**src/rtl/fetch_unit_pkg.sv**
```systemverilog
`default_nettype none
// ============================================================================
// Module   : fetch_unit_pkg
// Purpose  : Shared pipeline definitions: datapath width, NOP encoding and
//            the instruction-fetch FSM state encoding.
// Revision : 1.0 - initial release
// ============================================================================
package fetch_unit_pkg;

  localparam int          c_XLEN = 32;
  localparam logic [31:0] c_NOP  = 32'h0000_0013;

  typedef enum logic [1:0] {
    ST_BOOT  = 2'd0,
    ST_FETCH = 2'd1,
    ST_DRAIN = 2'd2
  } fetch_state_t;

endpackage
`default_nettype wire

```
**src/rtl/fetch_fifo.sv**
```systemverilog
`default_nettype none
// ============================================================================
// Module   : fetch_fifo
// Purpose  : Synchronous instruction buffer with push, pop, clear and an
//            occupancy count; the head word is read combinationally.
// Revision : 1.0 - initial release
// ============================================================================
module fetch_fifo #(
  parameter int               DEPTH      = 4,
  parameter int               WIDTH      = 32,
  parameter logic [WIDTH-1:0] RESET_DATA = '0
) (
  input  logic                     clk,
  input  logic                     rst,
  input  logic                     i_clear,
  input  logic                     i_push,
  input  logic [WIDTH-1:0]         i_push_data,
  input  logic                     i_pop,
  output logic [WIDTH-1:0]         o_head,
  output logic [$clog2(DEPTH):0]   o_count
);

  localparam int AW = $clog2(DEPTH);

  logic [WIDTH-1:0] r_mem [DEPTH];
  logic [AW-1:0]    r_rd_ptr;
  logic [AW-1:0]    r_wr_ptr;
  logic [AW:0]      r_count;

  // Storage and pointers; clear wins over push/pop, pointers wrap naturally
  always_ff @(posedge clk) begin
    if (!rst) begin
      r_rd_ptr <= '0;
      r_wr_ptr <= '0;
      r_count  <= '0;
      for (int i = 0; i < DEPTH; i++) r_mem[i] <= RESET_DATA;
    end else if (i_clear) begin
      r_rd_ptr <= '0;
      r_wr_ptr <= '0;
      r_count  <= '0;
    end else begin
      if (i_push) begin
        r_mem[r_wr_ptr] <= i_push_data;
        r_wr_ptr        <= r_wr_ptr + AW'(1);
      end
      if (i_pop) r_rd_ptr <= r_rd_ptr + AW'(1);
      case ({i_push, i_pop})
        2'b10:   r_count <= r_count + (AW+1)'(1);
        2'b01:   r_count <= r_count - (AW+1)'(1);
        default: r_count <= r_count;
      endcase
    end
  end

  assign o_head  = r_mem[r_rd_ptr];
  assign o_count = r_count;

endmodule
`default_nettype wire

```
**src/rtl/fetch_unit.sv**
```systemverilog
`default_nettype none
// ============================================================================
// Module   : fetch_unit
// Purpose  : Instruction-fetch stage. Owns the PC, issues in-order word
//            requests to instruction memory, buffers responses and presents
//            {pc, instruction, valid} to IF/ID. Handles stalls and redirects.
// Options  : FETCH_PERF_EN adds perf_fetched / perf_stall_cycles counters.
// Revision : 1.0 - initial release
// ============================================================================
module fetch_unit
  import fetch_unit_pkg::*;
#(
  parameter logic [31:0] RESET_PC   = 32'h0000_0000,
  parameter int          FIFO_DEPTH = 4
) (
  input  logic              clk,
  input  logic              rst,
  input  logic              stall,
  input  logic              redirect_valid,
  input  logic [c_XLEN-1:0] redirect_pc,
  output logic              imem_req_valid,
  input  logic              imem_req_ready,
  output logic [c_XLEN-1:0] imem_req_addr,
  input  logic              imem_rsp_valid,
  input  logic [c_XLEN-1:0] imem_rsp_data,
  output logic              fetch_valid,
  output logic [c_XLEN-1:0] fetch_pc,
  output logic [c_XLEN-1:0] fetch_instruction
`ifdef FETCH_PERF_EN
  ,
  output logic [31:0]       perf_fetched,
  output logic [31:0]       perf_stall_cycles
`endif
);

  localparam int CW = $clog2(FIFO_DEPTH) + 1;

  fetch_state_t      r_state;
  fetch_state_t      w_state_nxt;
  logic [c_XLEN-1:0] r_issue_pc;
  logic [c_XLEN-1:0] r_head_pc;
  logic [CW-1:0]     r_outstanding;
  logic [CW-1:0]     r_discard_cnt;
  logic [CW-1:0]     w_count;
  logic [CW:0]       w_credit_used;
  logic [CW-1:0]     w_inflight_left;
  logic [c_XLEN-1:0] w_redirect_target;
  logic              w_req_fire;
  logic              w_rsp_fetch;
  logic              w_push;
  logic              w_pop;
  logic              w_unused_bits;

  assign w_req_fire        = imem_req_valid & imem_req_ready;
  assign w_rsp_fetch       = (r_state == ST_FETCH) & imem_rsp_valid;
  assign w_push            = w_rsp_fetch & ~redirect_valid;
  assign w_pop             = fetch_valid & ~stall & ~redirect_valid;
  assign w_credit_used     = {1'b0, r_outstanding} + {1'b0, w_count};
  // Requests still owed by memory once this cycle's response is accounted for
  assign w_inflight_left   = r_outstanding - {{(CW-1){1'b0}}, w_rsp_fetch};
  assign w_redirect_target = {redirect_pc[c_XLEN-1:2], 2'b00};
  assign w_unused_bits     = &{1'b0, redirect_pc[1:0]};

  // FSM state register
  always_ff @(posedge clk) begin
    if (!rst) r_state <= ST_BOOT;
    else      r_state <= w_state_nxt;
  end

  // FSM next state and request issue; a redirect suppresses issue this cycle
  always_comb begin
    w_state_nxt    = r_state;
    imem_req_valid = 1'b0;
    case (r_state)
      ST_BOOT: w_state_nxt = ST_FETCH;
      ST_FETCH: begin
        imem_req_valid = ~redirect_valid &
                         (w_credit_used < (CW+1)'(FIFO_DEPTH));
        if (redirect_valid && (w_inflight_left != '0)) w_state_nxt = ST_DRAIN;
      end
      ST_DRAIN: begin
        if ((r_discard_cnt == '0) ||
            (imem_rsp_valid && (r_discard_cnt == CW'(1))))
          w_state_nxt = ST_FETCH;
      end
      default: w_state_nxt = ST_BOOT;
    endcase
  end

  // Issue and head PCs; redirect restarts both at the aligned target
  always_ff @(posedge clk) begin
    if (!rst) begin
      r_issue_pc <= RESET_PC;
      r_head_pc  <= RESET_PC;
    end else if (redirect_valid) begin
      r_issue_pc <= w_redirect_target;
      r_head_pc  <= w_redirect_target;
    end else begin
      if (w_req_fire) r_issue_pc <= r_issue_pc + 32'd4;
      if (w_pop)      r_head_pc  <= r_head_pc + 32'd4;
    end
  end

  // In-flight and discard bookkeeping; a redirect hands in-flight work to discard
  always_ff @(posedge clk) begin
    if (!rst) begin
      r_outstanding <= '0;
      r_discard_cnt <= '0;
    end else begin
      if (redirect_valid) begin
        r_outstanding <= '0;
      end else begin
        case ({w_req_fire, w_rsp_fetch})
          2'b10:   r_outstanding <= r_outstanding + CW'(1);
          2'b01:   r_outstanding <= r_outstanding - CW'(1);
          default: r_outstanding <= r_outstanding;
        endcase
      end
      if (redirect_valid && (r_state == ST_FETCH))
        r_discard_cnt <= w_inflight_left;
      else if ((r_state == ST_DRAIN) && imem_rsp_valid && (r_discard_cnt != '0))
        r_discard_cnt <= r_discard_cnt - CW'(1);
    end
  end

  fetch_fifo #(
    .DEPTH      (FIFO_DEPTH),
    .WIDTH      (c_XLEN),
    .RESET_DATA (c_NOP)
  ) u_fifo (
    .clk         (clk),
    .rst         (rst),
    .i_clear     (redirect_valid),
    .i_push      (w_push),
    .i_push_data (imem_rsp_data),
    .i_pop       (w_pop),
    .o_head      (fetch_instruction),
    .o_count     (w_count)
  );

  assign imem_req_addr = r_issue_pc;
  assign fetch_valid   = (w_count != '0);
  assign fetch_pc      = r_head_pc;

`ifdef FETCH_PERF_EN
  logic [31:0] r_perf_fetched;
  logic [31:0] r_perf_stall_cycles;

  // Delivered-instruction and stalled-cycle counters, untouched by redirect
  always_ff @(posedge clk) begin
    if (!rst) begin
      r_perf_fetched      <= '0;
      r_perf_stall_cycles <= '0;
    end else begin
      if (w_pop)               r_perf_fetched      <= r_perf_fetched + 32'd1;
      if (fetch_valid & stall) r_perf_stall_cycles <= r_perf_stall_cycles + 32'd1;
    end
  end

  assign perf_fetched      = r_perf_fetched;
  assign perf_stall_cycles = r_perf_stall_cycles;
`endif

endmodule
`default_nettype wire
```
**config.mk**
```make
export PLATFORM = sky130hd
export DESIGN_NAME = fetch_unit
export DESIGN_NICKNAME = d
export VERILOG_FILES = /design/src/rtl/fetch_unit_pkg.sv /design/src/rtl/fetch_fifo.sv /design/src/rtl/fetch_unit.sv
export SDC_FILE = /design/constraint.sdc
export NUM_CORES = 1
export LEC_CHECK = 0
export ABC_CLOCK_PERIOD_IN_PS = 3700
export BUFFER_PORTS_ARGS = -buffer_cell sky130_fd_sc_hd__buf_4
export CORE_MARGIN = 4
export CORE_UTILIZATION = 51
export DETAILED_ROUTE_END_ITERATION = 16
export HOLD_SLACK_MARGIN = 0.03
export PLACE_DENSITY = 0.75
export REMOVE_ABC_BUFFERS = 1
export SLEW_MARGIN = 20
export SYNTH_ARGS = -nofsm -noshare
export SYNTH_HDL_FRONTEND = slang
export SYNTH_SLANG_ARGS = --single-unit
```
**constraint.sdc**
```tcl
create_clock -name clk -period 3.7 [get_ports clk]
set_input_delay 0.37 -clock clk [delete_from_list [all_inputs] [get_ports clk]]
set_output_delay 0.37 -clock clk [all_outputs]
set_load 0.01 [all_outputs]
```
==> results.cfg <==
[sta]
slew_headroom_pct = 33.5
finClkSkew_ns = 0.00821
min_period_ns = 2.80
rsz0062_at_grt = false
finalMaxSlewViolations = 0
fmax_mhz = 358
tightest_slew_ns = 0.993
worst_slack_ns = 0.903
period_share_pct = 75.6
hold_viol = 0
setup_violations = 0
setup_tns_ns = 0
holdWs_ns = 0.144

[place]
pre_cts_slack_ns = 0.920
place_congestion = 0.883
hpwl_mm = 15.6
port-buffer-count = 161
placed_area_um2 = 11100
dp_cells = 1237

[worst_setup_path]
worst_setup_path_end_kind = flop
setup.worst_path.start_class = flop
cp.required_ns = 4.12
r2r_slack_ns = 0.90
worstPathArrival_ns = 3.22
crit_type = flop to flop
path_max_fanout = 33

[floorplan]
die_x_um = 146
dieArea_um2 = 21300
rows = 50
initial_core_util_pct = 51.8
core_um2 = 18700
die_h_um = 146
pin_count = 168

[yosys]
yosysTopAreaCellShare_pct = 39.7
ys_types = 60
synth_area_leaders = edfxtp_1, dfxtp_1, mux4_2, nor2_1, o21ai_0
syn-cell-area_um2 = 9690
synth_most_common_cell = edfxtp_1
synthFlopType = edfxtp_1
synth-seq-cells = 205
ys_warn_count = 0
synth_seq_area_share_pct = 55.6
synthArstFlopShare_pct = 0
synth_common_cells = edfxtp_1, nor2_1, dfxtp_1
avgSynthCellArea_um2 = 11.1
synthCells = 875
synth_largest_area_cell = edfxtp_1
synth_edf_count = 128

[cts]
cts_buffers = 22
postCtsResizedCells = 0
root_buffer = clkbuf_16
tritoncts = yes
cts_buffer_depth = 3
cts_setup_buffers = 0
cts.clk_slew.worst_paths_ns = 0.06
ctsHtreeMaxLevel = 1
clock_latency_ns = 0.50
cts_hold_buf = 0
cts.sinks = 205

[routing]
drtIter0Drc = 435
postRouteWirelength_mm = 23.8
drc = 0
num_vias = 7349
ant_nets = 0
dr.pass1.iters = 5
via_per_inst = 5.75
wire_per_inst_um = 18.6

[power_and_ir_drop]
irDropWorstVdd_uv = 304
powerDensity_nw_per_um2 = 441
power_mw = 5.21
cellLeakagePower_nw = 4.61

[finish]
diodes = 0
final_cell_area_um2 = 11800
nFillCells = 1451
fin_nets = 1110
final_util_pct = 63.2
drive_gt1_share_pct = 25.8
syn_to_final_growth_pct = 22.0
fin_cells = 1277

[global_route]
track_usage_pct = 21.8
grt.met2_usage_pct = 35.8
first_global_vias = 7169
grt_overflow_total = 0
grt-busiest-layer = met2
global_route.usage.met3_pct = 4.67
grt_max_degree = 67
use_met1_pct = 29.5
antenna_found_initial = 1
grt_pass1_wl_mm = 37.8

[job]
maxCapViolations = 0

[worst_hold_path]
hold_path_class = input pin to flop

[outcome]
status = finished, final reports clean
area by class of cell:
type | count | area, um^2 | share of cell area [%]
Timing Repair Buffer | 178 | 1340 | 11.3
Tap cell | 234 | 293 | 2.48
Clock buffer | 32 | 619 | 5.24
Multi-Input combinational cell | 570 | 3930 | 33.2
Clock inverter | 8 | 68.8 | 0.582
Sequential cell | 205 | 5390 | 45.6
Inverter | 50 | 190 | 1.61
final timing paths:
kind | start | end | cells past startpoint
worst max-delay path | u_fifo.o_count[1] | r_outstanding[2] | 11
worst min-delay path | redirect_pc[16] | imem_req_addr[16] | 3
worst max register to register | u_fifo.o_count[1] | r_outstanding[2] | 11
worst min register to register | fetch_pc[31] | fetch_pc[31] | 2
registers in the layout, summed over array words and instances, names as in the netlist, 3 cells and up, named ones only:
signal,flops
u_fifo.r_mem,128
fetch_pc,30
imem_req_addr,30
r_discard_cnt,3
r_outstanding,3
u_fifo.o_count,3
cell usage in the layout (no fill, tap or decap), types with 15 or more instances in the layout:
cell type  netlist  final
mux4_2          32     32
a31oi_1         20     20
dfxtp_1         77     76
and3_1          15     15
xor2_1          26     26
nand2_1         66     66
and2_1          26     26
a21oi_1         49     49
nand4_1         21     21
or3_1           18     18
clkbuf_16        0     23
nor2_1         101    100
nand3_1         28     28
edfxtp_1       128    128
buf_4            5    178
o21ai_0         50     46
inv_1           49     48
logic make-up after synthesis:
kind of cell    Yosys count  share of synthesized area [%]
simple gates            332                           18.0
flops                   205                           55.6
compound gates          146                           8.67
buf+inv                 103                           4.48
mux                      38                           8.09
xor+xnor                 37                           3.35
fa+ha+maj                13                           1.83
other cells               1                         0.0387
power breakdown:
group	switching, mW	internal, mW
clock network	0.879	1.23
logic	0.268	0.222
registers	0.0808	2.53
total	1.23	3.99
routing by layer:
metal  up-vias  routed length (um)
met1      3488                9920
met2       333               11200
met3        48                2110
met4         2                 498
li1       3478                   -
met5         -                  20
critical path, stage by stage (launching register included):
cell and delay, ns:
dfxtp_1 0.34, ha_1 0.28, nand3_1 0.08, and4_1 0.21, buf_4 0.20, inv_4 0.31
ha_1 0.25, inv_1 0.07, fa_1 0.38, xor2_1 0.16, or3_1 0.31, a21oi_1 0.13
(Power assumes the default switching activity.)
